**src/rtl/arbiter_rr_n.sv**
```systemverilog
// N-requester round-robin arbiter with registered, Moore-style grants.
// Optional hold timeout with forced handover: define ARB_TIMEOUT_EN.
module arbiter_rr_n #(
  parameter  int N        = 3,
  parameter  int MAX_HOLD = 8,
  localparam int IDW      = (N > 2) ? $clog2(N) : 1
) (
  input  logic           clk,
  input  logic           rst_n,
  input  logic [N-1:0]   req,
  output logic [N-1:0]   gnt,
  output logic           gnt_valid,
`ifdef ARB_TIMEOUT_EN
  output logic           forced,
`endif
  output logic [IDW-1:0] gnt_id
);

  if (N < 2 || N > 16 || MAX_HOLD < 1 || MAX_HOLD > 255) begin : g_bad
    $error("arbiter_rr_n: parameter out of range");
  end

  localparam logic [N-1:0] ONE = {{(N-1){1'b0}}, 1'b1};

  logic [IDW-1:0] last;
  logic [N-1:0]   cand;
  logic           found;
  logic [IDW-1:0] nxt;
  logic           keep;
  logic           force_h;
  int             k;

  // Owner is excluded from the scan, so a release or
  // forced handover never re-grants the same requester.
  always_comb begin
    cand  = req & ~gnt;
    found = 1'b0;
    nxt   = '0;
    k     = 0;
    for (int i = 1; i <= N; i++) begin
      k = int'(last) + i;
      if (k >= N) k = k - N;
      if (!found && cand[k[IDW-1:0]]) begin
        found = 1'b1;
        nxt   = k[IDW-1:0];
      end
    end
  end

  assign keep = (|gnt) && req[last];

`ifdef ARB_TIMEOUT_EN
  localparam logic [7:0] HMAX = 8'(MAX_HOLD);
  logic [7:0] hold_cnt;

  assign force_h = keep && found &&
                   (hold_cnt >= HMAX - 8'd1);
`else
  assign force_h = 1'b0;
`endif

  always_ff @(posedge clk or negedge rst_n) begin
    if (!rst_n) begin
      gnt       <= '0;
      gnt_valid <= 1'b0;
      gnt_id    <= '0;
      last      <= IDW'(N - 1);
`ifdef ARB_TIMEOUT_EN
      hold_cnt  <= '0;
      forced    <= 1'b0;
`endif
    end else begin
`ifdef ARB_TIMEOUT_EN
      forced <= 1'b0;
`endif
      if (keep && !force_h) begin
`ifdef ARB_TIMEOUT_EN
        if (hold_cnt < HMAX)
          hold_cnt <= hold_cnt + 8'd1;
`endif
      end else if (found) begin
        gnt       <= ONE << nxt;
        gnt_valid <= 1'b1;
        gnt_id    <= nxt;
        last      <= nxt;
`ifdef ARB_TIMEOUT_EN
        hold_cnt  <= '0;
        forced    <= force_h;
`endif
      end else begin
        gnt       <= '0;
        gnt_valid <= 1'b0;
        gnt_id    <= '0;
`ifdef ARB_TIMEOUT_EN
        hold_cnt  <= '0;
`endif
      end
    end
  end

endmodule

```
**config.mk**
```make
export PLATFORM = sky130hd
export DESIGN_NAME = arbiter_rr_n
export DESIGN_NICKNAME = d
export VERILOG_FILES = /design/src/rtl/arbiter_rr_n.sv
export SDC_FILE = /design/constraint.sdc
export NUM_CORES = 1
export LEC_CHECK = 0
export BUFFER_PORTS_ARGS = -buffer_cell sky130_fd_sc_hd__buf_2
export CORE_AREA = 5 5 42 44
export DETAILED_ROUTE_END_ITERATION = 10
export DIE_AREA = 0 0 47 49
export PLACE_DENSITY = 0.68
export SLEW_MARGIN = 20
export SYNTH_ARGS = -nofsm -noshare
export SYNTH_HDL_FRONTEND = slang
export SYNTH_SLANG_ARGS = --single-unit
export TNS_END_PERCENT = 50
```
**constraint.sdc**
```tcl
create_clock -name clk -period 2.7 [get_ports clk]
set_clock_uncertainty 0.2 [all_clocks]
set_input_delay 0.135 -clock clk [delete_from_list [all_inputs] [get_ports clk]]
set_output_delay 0.135 -clock clk [all_outputs]
set_load 0.05 [all_outputs]
```
== Word-level counts from Yosys, hierarchy flattened ==
Cells that the tools add are included.
Word-level totals
  word-level logic and storage cells: 48
  input bits: 5
  flip-flop bits (word level): 8
  output and inout port bits: 6
Operators by class
  multiplexer cells: 20
  shift operators: 1
  add/sub/neg operators: 6
  reduce and logical (&&, ||, !) cells: 7
  $lt $le $gt $ge: 7
  bitwise logic cells: 3
Operators with widths (count)
  2-bit two-way mux: 7
  2-bit by 3-bit less-than comparator with 1-bit output, second input constant: 4
  3-bit by 2-bit >= comparator with 1-bit output, second input constant: 3
  1-bit binary-select mux with 2-bit select: 4
  1-bit two-way mux: 8
  2-bit by 2-bit adder with 3-bit output, second input constant: 2
  2-bit subtractor, second input constant: 3
  2-bit by 1-bit adder with 3-bit output, second input constant: 1
  3-bit AND: 1
  1-bit logical AND: 3
  3-bit two-way mux: 1
  3-bit inverter: 1
  3-bit OR reduction: 1
  1-bit by 2-bit left shift with 3-bit output, first input constant: 1
  1-bit logical NOT: 2
  2-bit AND reduction: 1
  1-bit inverter: 1

== Depth between registers and ports, before layout ==
Gate-level depths: netlist of run 1.
  word-level depth: 14
  gate-level depth with buffers: 9
  depth with buffers taken out: 7

== Worst setup path after synthesis of run 1 ==
OpenSTA, ideal clock, no wires.
  kind: register to register
  from: reg last[1]
  to: reg gnt_valid
  setup slack: 0.416 ns
  arrival time: 1.959 ns
  cell stages (with the launch flop): 8
  clock period less this slack: 2.284 ns
  data required time: 2.375 ns
  cell sequence: dfstp_2 -> inv_1 -> ha_1 -> buf_6 -> and4b_1 -> or2_0 -> a2111o_1 -> mux2_2
On the way
  word-level cells in the longest chain between the ends: 13
  elaborated cells between the ends (all ways): 29
  those cells by class: add/sub (6); order compare (3); mux (15); reduce/logical (5)
Ends and longest elaborated chain
  from (decl): line 25  | logic [IDW-1:0] last;
  from (signal assigned): line 67  | last <= IDW'(N - 1);
  from (signal assigned): line 85  | last <= nxt;
  2-bit by 1-bit adder with 3-bit output: line 41  | k = int'(last) + i;
  3-bit by 2-bit >= comparator with 1-bit output / 2-bit subtractor (equally long branches): line 42  | if (k >= N) k = k - N;
  2-bit two-way mux: line 42
  1-bit binary-select mux with 2-bit select: line 43  | if (!found && cand[k[IDW-1:0]]) begin
  1-bit two-way mux (implied by the code): line 43
  1-bit two-way mux: line 43
  1-bit logical NOT: line 43
  1-bit logical AND: line 43
  1-bit two-way mux: line 43
  1-bit logical NOT: line 43
  1-bit logical AND: line 43
  1-bit two-way mux: line 43
  1-bit two-way mux: line 81  | end else if (found) begin
  to (signal assigned): line 65  | gnt_valid <= 1'b0;
  to (signal assigned): line 83  | gnt_valid <= 1'b1;
  to (signal assigned): line 92  | gnt_valid <= 1'b0;
  to (decl): line 12  | output logic gnt_valid,
Parallel ways exist; a longest one is shown, timed or not. The select of a mux whose other input is x is not followed.
A chain may end at the register's enable or synchronous reset.

== Final worst setup path of run 1 ==
  from: reg last[1]
  to: reg gnt_id[1]
On the way
  word-level cells in the longest chain between the ends: 13
  elaborated cells between the ends (all ways): 32
  those cells by class: add/sub (6); order compare (3); mux (18); reduce/logical (5)
Ends and longest elaborated chain
  2-bit by 1-bit adder with 3-bit output: line 41
  3-bit by 2-bit >= comparator with 1-bit output / 2-bit subtractor (equally long branches): line 42
  2-bit two-way mux: line 42
  1-bit binary-select mux with 2-bit select: line 43
  1-bit two-way mux (implied by the code): line 43
  1-bit two-way mux: line 43
  1-bit logical NOT: line 43
  1-bit logical AND: line 43
  1-bit two-way mux: line 43
  1-bit logical NOT: line 43
  1-bit logical AND: line 43
  2-bit two-way mux / 1-bit two-way mux (equally long branches): line 43
  2-bit two-way mux: line 81
  to (signal assigned): line 84  | gnt_id <= nxt;
  to (decl): line 16  | output logic [IDW-1:0] gnt_id
Parallel ways exist; a longest one is shown, timed or not. The select of a mux whose other input is x is not followed.

==> results of run 1 <==
[worst max-delay path by stage]
stage / end / from / slack (ps)
global placement: gnt_valid / last[1] / 310
global route: gnt_id[1] / last[1] / 70
CTS: gnt_valid / last[1] / 290
finish: gnt_id[1] / last[1] / 280
floorplan: gnt_valid / last[1] / 420
detailed placement: gnt_valid / last[1] / 300
[flip-flops by register name (all words and copies together), names as in the netlist]
signal and count:
gnt 3, gnt_id 2, last 2, gnt_valid 1
[timing repair]
item,in CTS,in global routing
hold buffers,1,0
buffers inserted,0,0
setup endpoints to repair,0,0
hold endpoints to repair,8,0
[Yosys cell counts]
cell type	instances	area (sq um)
dfrtp_1	7	175
a21o_1	6	45.0
inv_1	4	15.0
nand2_1	4	15.0
nor2b_1	4	25.0
o21ai_0	4	20.0
ha_1	3	37.5
nand3b_1	3	22.5
nand4_1	3	18.8
a21oi_1	2	10.0
nand2b_1	2	12.5
nor2_1	2	7.51
o22ai_1	2	12.5
or3b_1	2	17.5
a2111o_1	1	11.3
a211oi_1	1	7.51
a2bb2oi_1	1	8.76
and4b_1	1	10.0
buf_2	1	5.00
buf_6	1	11.3
dfstp_2	1	26.3
inv_2	1	3.75
mux2_2	1	11.3
mux2i_1	1	10.0
nor3b_1	1	7.51
nor4bb_1	1	10.0
o21ai_1	1	5.00
o21ba_1	1	10.0
o21ba_2	1	10.0
o311ai_1	1	8.76
o31a_2	1	10.0
o32ai_1	1	8.76
or2_0	1	6.26
[layout make-up]
class                   count  area (sq um)  area share
flip-flops and latches      8           201       0.282
clock buffers               4          26.3      0.0368
multi-input cells          52           379       0.532
well taps                  16          20.0      0.0281
repair buffers             12          67.6      0.0947
inverters                   5          18.8      0.0263
[placed cells by master, fill, tap and decap left out, types with 3 or more instances in the layout]
master,Yosys,final
buf_2,1,10
dfrtp_1,7,7
a21o_1,6,6
inv_1,4,4
nand2_1,4,4
nor2b_1,4,4
o21ai_0,4,4
nand3b_1,3,3
nand4_1,3,3
ha_1,3,3
clkbuf_4,0,3
[cells by family (layout without fill, tap and decap cells)]
logic type | after synthesis | count (layout) | synth area share
fa+ha+maj | 3 | 3 | 0.0610
compound gates | 23 | 23 | 0.272
buf+inv | 7 | 21 | 0.0569
flops | 8 | 8 | 0.327
simple gates | 24 | 24 | 0.248
mux | 2 | 2 | 0.0346
[through the flow]
stage                     setup slack, ps  hold slack (ps)
final                                 284             54.6
after global routing                 67.2             49.2
after CTS                             291             44.0
after floorplan                       416             -361
after detailed placement              302             -215
after global placement                310             -218
[routing by layer]
metal,GRT usage,up-vias,wire length (um)
met5,0,-,0
met4,0.101,0,54
met3,0.0221,6,44
met2,0.206,13,604
met1,0.202,266,659
li1,-,278,-
==> qor.yml, run 1 <==
setup_tns_ps: 0
dieArea_sq_um: 2300
dr.pass1.iters: 4
worstPathMaxFanout: 11
dpl-instance-area_sq_um: 677
dieHeight_um: 49
syn_area_sq_um: 616
worst_pin_slew_ps: 422
wire_per_inst_um: 14.0
drt-total-wl_mm: 1.36
setup_violations: 0
ys_ff_latch: 8
crit_family: "compound AO/OA/AOI/OAI gates"
routabilityCongestion: 0.928
synth_cell_types: 33
critPathKind: "reg -> reg"
drv_slew: 0
yosysWarnings: 0
nets: 90
r2r_cells: 7
grt_pass1_vias: 557
rrSetupSlack_ps: 280
path_buf_inv: 1
utilization: 0.509
io_pins: 11
dp_cells: 92
synthCells: 67
drt-initial-drc-count: 12
cts_resized: 0
endpoint_kind: "flop"
diodes: 0
cp.arrival_ps: 2410
reg2reg_from: "last[1]"
r2r-end: "gnt_id[1]"
clockBufferDepth: 2
syn2layout_area_growth_pct: 15.9
fin_area_sq_um: 713
critPathMaxStageDelay_ps: 560
initial_core_util: 0.439
via_per_inst: 5.80
final_cells: 97
crit_chain: "inv_1, ha_1, and4b_1, o22ai_1, nand4_1, a211oi_1, a21o_1"
seq_area_frac_synth: 0.327
port-buffer-count: 10
max_cap_violations: 0
numCtsBuffers: 3
syn_nets: 75
core_sq_um: 1400
path_clk_slew_ps: 60
grt_max_degree: 12
num_rows: 14
worstSkewPairLatency_ps: 260
grt_pass1_wl_mm: 2.50
drcViolationCount: 0
cts_sinks: 8
antenna_found_initial: 0
period_needed_ps: 2420
holdCritPathClass: "in -> async"
worst_path_max_delay_cell: "dfstp_2"
critPathLaunchType: "flop"
post-route-period-util: 0.895
antenna_left: 0
synth_area_per_cell_sq_um: 9.19
crit_required_ps: 2690
overflow: 0
num-fill-cells: 138
rsz0062_at_grt: "false"
tritoncts: "yes"
h-tree-depth: 1
slew-limit-headroom: 0.717
grt_usage: 0.148
root_buffer: "clkbuf_4"
timing_hold_violations_final: 0
drive_gt1_frac: 0.235
status: "finished clean"
die_w_um: 47
vias: 563
dpl.hpwl_mm: 1.04
path_depth: 7
fmax_mhz: 414
Power of run 1 is left out: the tool's default activity adds up to more than one toggle a clock period on the data nets, which glitch-free logic cannot reach.
==> run 2, diff against run 1 <==
==> constraint.sdc (replaced) <==
create_clock -name clk -period 2.7 [get_ports clk]
set_clock_uncertainty 0.2 [all_clocks]
set_input_delay 0.675 -clock clk [delete_from_list [all_inputs] [get_ports clk]]
set_output_delay 0.675 -clock clk [all_outputs]
set_load 0.05 [all_outputs]
==> run 2 against run 1 <==
Compared with the run above:
- sequential cell count unchanged
- die area is the same
- maximum frequency unchanged
- highest routed layer unchanged
- global-route usage fell by 0.14 points
==> qor.yml, run 2 (synthesis gave the netlist of run 1 again) <==
post-route-period-util: 0.895  # unchanged
vias: 559  # -0.71%
grt_pass1_vias: 555  # -0.36%
status: "finished clean"
cp.arrival_ps: 2410  # about the same
port-buffer-count: 10  # unchanged
clockBufferDepth: 2  # unchanged
r2r_cells: 7  # unchanged
via_per_inst: 5.82  # +0.32%
syn2layout_area_growth_pct: 14.2
path_clk_slew_ps: 60  # about the same
mostFrequentLayoutCells: "buf_2, dfrtp_1, a21o_1"
antenna_left: 0  # unchanged
rrSetupSlack_ps: 280  # about the same
dieArea_sq_um: 2300  # unchanged
worst_path_max_delay_cell: "dfstp_2"
num-fill-cells: 138  # unchanged
critPathMaxStageDelay_ps: 560  # about the same
rsz0062_at_grt: "false"
initial_core_util: 0.439  # unchanged
endpoint_kind: "flop"
drt-total-wl_mm: 1.35  # -1.2%
dpl.hpwl_mm: 1.04  # unchanged
root_buffer: "clkbuf_4"
path_depth: 7  # unchanged
ff_latch_area_sq_um: 201  # unchanged
numCtsBuffers: 3  # unchanged
max_cap_violations: 0  # unchanged
r2r-end: "gnt_id[1]"
io_pins: 11  # unchanged
die_w_um: 47  # unchanged
worst_pin_slew_ps: 422  # +0.000119 ps
drv_slew: 0  # unchanged
drt-initial-drc-count: 11  # -1
reg2reg_from: "last[1]"
holdCritPathClass: "in -> async"
critPathKind: "reg -> reg"
dieHeight_um: 49  # unchanged
largest_register_ff_count: 3  # unchanged
period_needed_ps: 2420  # unchanged
dr.pass1.iters: 4  # unchanged
h-tree-depth: 1  # unchanged
drive_gt1_frac: 0.238  # +0.00293
setup_tns_ps: 0  # unchanged
overflow: 0  # unchanged
crit_required_ps: 2690  # about the same
routabilityCongestion: 0.928  # unchanged
fmax_mhz: 414  # unchanged
setup_violations: 0  # unchanged
slew-limit-headroom: 0.717  # unchanged
top_regs: "gnt (3), gnt_id (2), last (2)"
num_rows: 14  # unchanged
grt_usage: 0.147  # -0.00142
critPathLaunchType: "flop"
worstSkewPairLatency_ps: 260  # about the same
cts_hold_buf: 0  # -1
antenna_found_initial: 0  # unchanged
path_buf_inv: 1  # unchanged
cts_setup_buffers: 0  # unchanged
diodes: 0  # unchanged
cts_sinks: 8  # unchanged
timing_hold_violations_final: 0  # unchanged
tritoncts: "yes"
core_sq_um: 1400  # unchanged
worstPathMaxFanout: 11  # unchanged
cts_resized: 0  # unchanged
final_common_cell: "buf_2"
multi_input_area_sq_um: 379  # unchanged
nets: 89  # -1.1%
wire_per_inst_um: 14.0  # -0.22%
crit_family: "compound AO/OA/AOI/OAI gates"
grt_pass1_wl_mm: 2.47  # -1.1%
largest-register: "gnt"
grt_max_degree: 12  # unchanged
crit_chain: "inv_1, ha_1, and4b_1, o22ai_1, nand4_1, a211oi_1, a21o_1"
drcViolationCount: 0  # unchanged
[run 2: cell count changes in the layout (fill, tap and decap cells not counted), sizes merged]
cell         previous run  this run
dlygate4sd3             1         0
[run 2: area by class of cell]
class,count,area share
repair buffers,11,0.0819
flip-flops and latches,8,0.286
clock buffers,4,0.0374
well taps,16,0.0285
multi-input cells,52,0.539
inverters,5,0.0267
[run 2: through the flow]
| step | worst slack (ps) | cell area [sq um] | instances | utilization | hold slack (ps) |
|---|---|---|---|---|---|
| detailed placement | 302 | 677 | 92 | 0.483 | 262 |
| finish | 284 | 703 | 96 | 0.502 | 46.3 |
| floorplan | 416 | 616 | 67 | - | 179 |
| global route | 67.2 | 703 | 96 | 0.502 | 40.0 |
| CTS | 291 | 703 | 96 | 0.502 | 42.4 |
| global placement | 310 | 677 | 92 | 0.483 | 256 |
[run 2: worst max-delay path by stage]
stage / from / to / slack (ps)
3_3_place_gp: last[1] / gnt_valid / 310
5_1_grt: last[1] / gnt_id[1] / 70
4_1_cts: last[1] / gnt_valid / 290
2_1_floorplan: last[1] / gnt_valid / 420
6_report: last[1] / gnt_id[1] / 280
3_5_place_dp: last[1] / gnt_valid / 300
[run 2: worst reg2reg max path, cell delays in order, from the launching register on]
cell      delay (ps)
dfstp_2          560
inv_1             60
ha_1             390
and4b_1          250
o22ai_1          180
nand4_1          160
a211oi_1         420
a21o_1           130
[run 2: metal layers]
metal | share of wire | vias to the layer above | track usage
met5 | 0 | - | 0
met4 | 0.040 | 0 | 0.101
met3 | 0.033 | 6 | 0.0221
met2 | 0.45 | 13 | 0.206
met1 | 0.48 | 265 | 0.198
li1 | - | 275 | -
Power of run 2 is left out for the same reason.
